`config.mk`:
```
export PLATFORM = sky130hd
export DESIGN_NAME = alu_issue_stage
export DESIGN_NICKNAME = d
export VERILOG_FILES = /design/src/rtl/alu_pkg.sv /design/src/rtl/alu_ctrl_decoder.sv /design/src/rtl/alu_issue_stage.sv
export SDC_FILE = /design/constraint.sdc
export NUM_CORES = 1
export LEC_CHECK = 0
export ABC_AREA = 1
export CAP_MARGIN = 20
export CORE_ASPECT_RATIO = 1.25
export CORE_MARGIN = 10
export CORE_UTILIZATION = 40
export CTS_BUF_LIST = sky130_fd_sc_hd__clkbuf_4 sky130_fd_sc_hd__clkbuf_8
export DETAILED_ROUTE_END_ITERATION = 8
export GPL_ROUTABILITY_DRIVEN = 1
export PLACE_DENSITY = 0.73
export SYNTH_ARGS = -nofsm -noshare
export SYNTH_HDL_FRONTEND = slang
export SYNTH_SLANG_ARGS = --single-unit
```
`constraint.sdc`:
```
create_clock -name clk -period 2 [get_ports clk]
set_input_delay 0.5 -clock clk [delete_from_list [all_inputs] [get_ports clk]]
set_output_delay 0.5 -clock clk [all_outputs]
set_load 0.01 [all_outputs]
```
`src/rtl/alu_pkg.sv`:
```
// Shared ALU operation encoding, RV32I opcode/funct7 constants and the issue-entry record.
package alu_pkg;
  localparam logic [3:0] ALU_ADD  = 4'b0000;
  localparam logic [3:0] ALU_SUB  = 4'b0001;
  localparam logic [3:0] ALU_AND  = 4'b0010;
  localparam logic [3:0] ALU_OR   = 4'b0011;
  localparam logic [3:0] ALU_XOR  = 4'b0100;
  localparam logic [3:0] ALU_SLL  = 4'b0101;
  localparam logic [3:0] ALU_SRL  = 4'b0110;
  localparam logic [3:0] ALU_SRA  = 4'b0111;
  localparam logic [3:0] ALU_SLT  = 4'b1000;
  localparam logic [3:0] ALU_SLTU = 4'b1001;

  localparam logic [6:0] OPC_OP    = 7'b0110011;
  localparam logic [6:0] OPC_OPIMM = 7'b0010011;
  localparam logic [6:0] OPC_LUI   = 7'b0110111;

  localparam logic [6:0] F7_BASE = 7'b0000000;
  localparam logic [6:0] F7_ALT  = 7'b0100000;

  typedef struct packed {
    logic [31:0] op1;
    logic [31:0] op2;
    logic [3:0]  ctrl;
    logic [4:0]  rd;
    logic        illegal;
  } issue_t;

  // funct3 -> ALU op for the base (funct7 = 0) encodings shared by OP and OP-IMM
  function automatic logic [3:0] f3_ctrl(input logic [2:0] f3);
    case (f3)
      3'b000:  f3_ctrl = ALU_ADD;
      3'b001:  f3_ctrl = ALU_SLL;
      3'b010:  f3_ctrl = ALU_SLT;
      3'b011:  f3_ctrl = ALU_SLTU;
      3'b100:  f3_ctrl = ALU_XOR;
      3'b101:  f3_ctrl = ALU_SRL;
      3'b110:  f3_ctrl = ALU_OR;
      default: f3_ctrl = ALU_AND;
    endcase
  endfunction
endpackage

```
`src/rtl/alu_ctrl_decoder.sv`:
```
// Combinational decode of OP / OP-IMM / LUI into ALU control and final operands.
module alu_ctrl_decoder
  import alu_pkg::*;
(
  input  logic [31:0] instr_i,
  input  logic [31:0] rs1_i,
  input  logic [31:0] rs2_i,
  output logic [31:0] op1_o,
  output logic [31:0] op2_o,
  output logic [3:0]  alu_ctrl_o,
  output logic [4:0]  rd_o,
  output logic        illegal_o
);
  logic [6:0] opc, f7;
  logic [2:0] f3;
  logic [31:0] imm_s, shamt;

  assign opc   = instr_i[6:0];
  assign f3    = instr_i[14:12];
  assign f7    = instr_i[31:25];
  assign imm_s = {{20{instr_i[31]}}, instr_i[31:20]};
  assign shamt = {27'b0, instr_i[24:20]};

  always_comb begin
    op1_o      = rs1_i;
    op2_o      = rs2_i;
    alu_ctrl_o = ALU_ADD;
    rd_o       = instr_i[11:7];
    illegal_o  = 1'b0;
    case (opc)
      OPC_OP: begin
        if (f7 == F7_BASE)                     alu_ctrl_o = f3_ctrl(f3);
        else if (f7 == F7_ALT && f3 == 3'b000) alu_ctrl_o = ALU_SUB;
        else if (f7 == F7_ALT && f3 == 3'b101) alu_ctrl_o = ALU_SRA;
        else                                   illegal_o  = 1'b1;
      end
      OPC_OPIMM: begin
        op2_o      = imm_s;
        alu_ctrl_o = f3_ctrl(f3);
        if (f3 == 3'b001) begin
          op2_o = shamt;
          if (f7 != F7_BASE) illegal_o = 1'b1;
        end else if (f3 == 3'b101) begin
          op2_o = shamt;
          if (f7 == F7_ALT)       alu_ctrl_o = ALU_SRA;
          else if (f7 != F7_BASE) illegal_o  = 1'b1;
        end
      end
      OPC_LUI: begin
        op1_o = '0;
        op2_o = {instr_i[31:12], 12'b0};
      end
      default: illegal_o = 1'b1;
    endcase
    // Illegal entries still flow downstream but carry no operand data
    if (illegal_o) begin
      op1_o      = '0;
      op2_o      = '0;
      alu_ctrl_o = ALU_ADD;
      rd_o       = '0;
    end
  end
endmodule

```
`src/rtl/alu_issue_stage.sv`:
```
// Registered issue stage: decode, then a 2-entry skid buffer (M drives outputs, S absorbs overflow).
module alu_issue_stage
  import alu_pkg::*;
#(
  parameter int XLEN = 32
) (
  input  logic            clk,
  input  logic            reset,
  input  logic            flush,
  input  logic            in_valid,
  output logic            in_ready,
  input  logic [31:0]     in_instr,
  input  logic [XLEN-1:0] in_rs1_data,
  input  logic [XLEN-1:0] in_rs2_data,
  output logic            out_valid,
  input  logic            out_ready,
  output logic [XLEN-1:0] out_op1,
  output logic [XLEN-1:0] out_op2,
  output logic [3:0]      out_alu_ctrl,
  output logic [4:0]      out_rd,
  output logic            out_illegal
);
  issue_t dec, m_q, m_d, s_q, s_d;
  logic   m_vld_q, m_vld_d, s_vld_q, s_vld_d;
  logic   in_fire, out_fire;

  alu_ctrl_decoder u_dec (
    .instr_i   (in_instr),
    .rs1_i     (in_rs1_data),
    .rs2_i     (in_rs2_data),
    .op1_o     (dec.op1),
    .op2_o     (dec.op2),
    .alu_ctrl_o(dec.ctrl),
    .rd_o      (dec.rd),
    .illegal_o (dec.illegal)
  );

  assign in_fire  = in_valid & ~s_vld_q;
  assign out_fire = m_vld_q & out_ready;

  always_comb begin
    m_d     = m_q;
    s_d     = s_q;
    m_vld_d = m_vld_q;
    s_vld_d = s_vld_q;
    if (flush) begin
      m_vld_d = 1'b0;
      s_vld_d = 1'b0;
    end else if (s_vld_q) begin
      // FULL: in_ready is low, only the drain of M matters
      if (out_ready) begin
        m_d     = s_q;
        s_vld_d = 1'b0;
      end
    end else if (m_vld_q) begin
      if (in_fire && out_fire) m_d = dec;
      else if (out_fire)       m_vld_d = 1'b0;
      else if (in_fire) begin
        s_d     = dec;
        s_vld_d = 1'b1;
      end
    end else if (in_valid) begin
      m_d     = dec;
      m_vld_d = 1'b1;
    end
  end

  always_ff @(posedge clk) begin
    if (reset) begin
      m_q     <= '0;
      s_q     <= '0;
      m_vld_q <= 1'b0;
      s_vld_q <= 1'b0;
    end else begin
      m_q     <= m_d;
      s_q     <= s_d;
      m_vld_q <= m_vld_d;
      s_vld_q <= s_vld_d;
    end
  end

  assign in_ready     = ~s_vld_q;
  assign out_valid    = m_vld_q;
  assign out_op1      = m_q.op1;
  assign out_op2      = m_q.op2;
  assign out_alu_ctrl = m_q.ctrl;
  assign out_rd       = m_q.rd;
  assign out_illegal  = m_q.illegal;
endmodule
```
==> out/summary.log <==
INFO  synthesis      synth-warning-count=0
INFO  floorplan      design.portCount=177
INFO  global_routing grt_start_max_net_pins=75
INFO  final_layout   nets=1289
INFO  setup_path     endpoint_kind=flop
INFO  synthesis      mapped_cells=1007
INFO  global_routing grt_pass1_wl=36490µm
INFO  synthesis      ys_types=20
INFO  global_routing first_global_vias=7219
INFO  drt            drt-vias-per-instance=5.370
INFO  power          total_power_of_the_final_layout=6.666mW
INFO  global_routing grt_antenna_before_repair=1
INFO  cts            clock_latency_at_the_later_pin_of_the_worst_skew_pair=0.45ns
INFO  synthesis      synth_edf_count=0
INFO  synthesis      post_synthesis_sequential_area_ratio=43.29%
INFO  synthesis      synth.ff_latch_count=150
INFO  cts            root_driver=clkbuf_8
INFO  floorplan      start_util=41.02%
INFO  global_routing grt_remaining_overflow=0
INFO  drt            totalWireLength=23600µm
INFO  final_layout   areaGrowthSynthToFinish=44.97%
INFO  power          power-per-cell-area=662.9nW/µm²
INFO  hold_path      min_path_type=flop to flop
INFO  sta            slew_headroom=65.98%
INFO  floorplan      num_rows=53
INFO  synthesis      synth_area_per_cell=6.888µm²
INFO  place          place.gp.congestion=0.8956
INFO  place          buffer_ports.inserted=176
INFO  setup_path     timing.critical_path.arrival=2.32ns
INFO  synthesis      synthDominantAreaCellType=dfxtp_1
INFO  power          power.ir.vdd_worst=349.1µV
INFO  synthesis      synth.top_cells.by_area=dfxtp_1 43%, a21oi_1 16%, o21ai_0 11%
INFO  drt            drt-initial-drc-count=707
INFO  final_layout   filler_free_cell_count_of_the_finished_design=1422
INFO  sta            report.final.setup_viol=0
INFO  final_layout   layout_cells_sized_above_1=11.99%
INFO  floorplan      floorplan.core_area=16910µm²
INFO  cts            tritoncts_num_sinks=150
INFO  setup_path     critPathMaxFanout=5
INFO  sta            tightest_pin_transition=0.5102ns
INFO  setup_path     worst-setup-path-type=input pin to flop
INFO  run_status     status=finished clean
INFO  floorplan      die_width=137.8µm
INFO  drt            wire_per_inst=16.60µm
INFO  cts            cts_tree=yes
INFO  sta            clock.fmax=515.5MHz
INFO  drt            route.detailed.drc=0
INFO  drt            drt_first_pass_iters=7
INFO  sta            finalMaxSlewViolations=0
INFO  global_routing grt.total_usage=19.18%
INFO  cts            clk_pin_slew_worst_paths=0.09ns
INFO  cts            clock_tree.buffer_depth=2
INFO  floorplan      die_area=23040µm²
INFO  synthesis      synth_flop_cell=dfxtp_1
INFO  setup_path     worst_ep_required_time=2.38ns
INFO  synthesis      synth.net_count=1108
INFO  sta            post-route-min-period=1.940ns
INFO  drt            detailroute.via_count=7636
INFO  synthesis      proportion_of_register_bits_with_asynchronous_set_or_reset_after_synthesis=0%
INFO  sta            worst_clock_skew=0.01426ns
INFO  cts            clock_tree.htree_level_count=4
INFO  floorplan      floorplan.die.height=167.2µm
INFO  synthesis      synth.cell_area=6937µm²
INFO  drt            postRouteAntennaNets=0
INFO  synthesis      synth_top_area_share=43.29%
INFO  place          dp_cells=1378
INFO  cts            tritoncts.num_buffers=17
INFO  run            drv.max_cap_violation_count=0
INFO  sta            final_min_period_over_clock_period=96.99%
INFO  power          p_leak=3.998nW
INFO  place          detailedPlacementHpwl=15520µm
INFO  setup_path     setup.worst_path.start_class=input pin
INFO  cts            cts-hold-fix-buffers=0
INFO  sta            hold_viol=0
cells in the final DEF, fill, tap and decap left out, types with 2 or more instances in the layout:
cell type,instances
a21oi_1,215
clkdlybuf4s50_1,168
o21ai_0,150
dfxtp_1,149
nand2_1,138
nand3_1,136
buf_4,51
inv_1,45
nor2_1,42
buf_12,21
clkbuf_8,17
a21oi_2,8
inv_2,7
dlymetal6s2s_1,7
clkinvlp_4,6
nor2_4,5
inv_6,4
clkbuf_16,4
nor3_1,3
nor2_2,3
nand3_2,3
bufinv_16,3
nor3_2,2
nand2_2,2
clkbuf_4,2
buf_6,2
metrics by stage:
stage / cell area, µm² / TNS, ns / hold slack, ns / utilization [%] / worst slack (ns)
final: 10060 / 0 / 0.5174 / 59.47 / 0.06014
after detailed placement: 9350 / -47.34 / 0.4862 / 55.29 / -0.3915
after CTS: 9768 / 0 / 0.5164 / 57.77 / 0.05816
after global placement: 9350 / -43.89 / 0.4849 / 55.29 / -0.3555
after global routing: 10060 / -0.06642 / 0.5500 / 59.47 / -0.03771
after floorplan: 6937 / 0 / 0.4678 / - / 0.2288
critical path, cell delays in order:
cell and delay (ns):
clkdlybuf4s50_1 0.48, nand2_1 0.07, nor3_1 0.16, nand2_1 0.11, nand3_1 0.11, nand2_2 0.08, nor2_4 0.15, buf_6 0.14
buf_12 0.13, clkbuf_16 0.14, nand3_1 0.07, a21oi_1 0.17
per-layer routing:
metal,part of all wire [%],up-vias,track usage (%)
li1,-,3803,-
met1,43,3530,23.65
met2,47,272,31.07
met3,7.6,31,5.509
met4,2.0,0,6.497
met5,0,-,0
what timing repair did:
| item | in CTS | in global routing |
|---|---|---|
| gates resized for setup | 1 | 35 |
| cloned | 0 | 4 |
| endpoints found under the setup margin | 1 | 135 |
| pin swaps | 0 | 17 |
| setup buffers | 0 | 9 |
sequential cells by signal (all words and copies together), names as in the netlist:
register      flops
s_q              74
out_op1          32
out_op2          32
out_rd            5
out_alu_ctrl      4
out_illegal       1
out_valid         1
s_vld_q           1
report_power, final:
part	switching [mW]	total [mW]	internal, mW	leakage, nW
Sequential	0.0575	3.16	3.10	1.22
Clock	1.24	2.51	1.28	0.193
Combinational	0.472	0.998	0.526	2.58
cells by family (layout without fill, tap and decap cells):
group           Yosys count  after routing  synth area share [%]
buf+inv                 146            340                 8.442
mux                       1              1                0.1623
simple gates            334            334                 20.92
compound gates          376            376                 27.18
flops                   150            150                 43.29
other cells               0              1                     0
cells in the mapped netlist (4+ instances only):
cell,count
nor3_1,5
o21ai_0,150
inv_2,4
nand3_1,139
nor2_1,47
a21oi_1,223
buf_1,4
buf_4,6
dfxtp_1,150
buf_2,12
nand2_1,140
clkbuf_1,71
inv_1,47
path summary, 6_finish.rpt:
path	from	end	slack, ns	cells past startpoint
setup / recovery	in_instr[0]	out_op1[20]	0.06	12
setup reg to reg	s_vld_q	out_op2[2]	0.45	8
hold / removal	s_q[0]	s_q[0]	0.52	2
hold reg to reg	s_q[0]	s_q[0]	0.52	2
layout make-up:
cell class                 instances  area [µm²]
sequential                       150        3004
fill                            1572        6854
antenna                            1       2.502
clock buffer                      19       249.0
multi-input combinational        711        3436
inverter                          53       200.2
timing repair buffer             255        2719
tap                              220       275.3
clock inverter                    13       170.2
No activity file was read; power rests on OpenSTA's default activity.
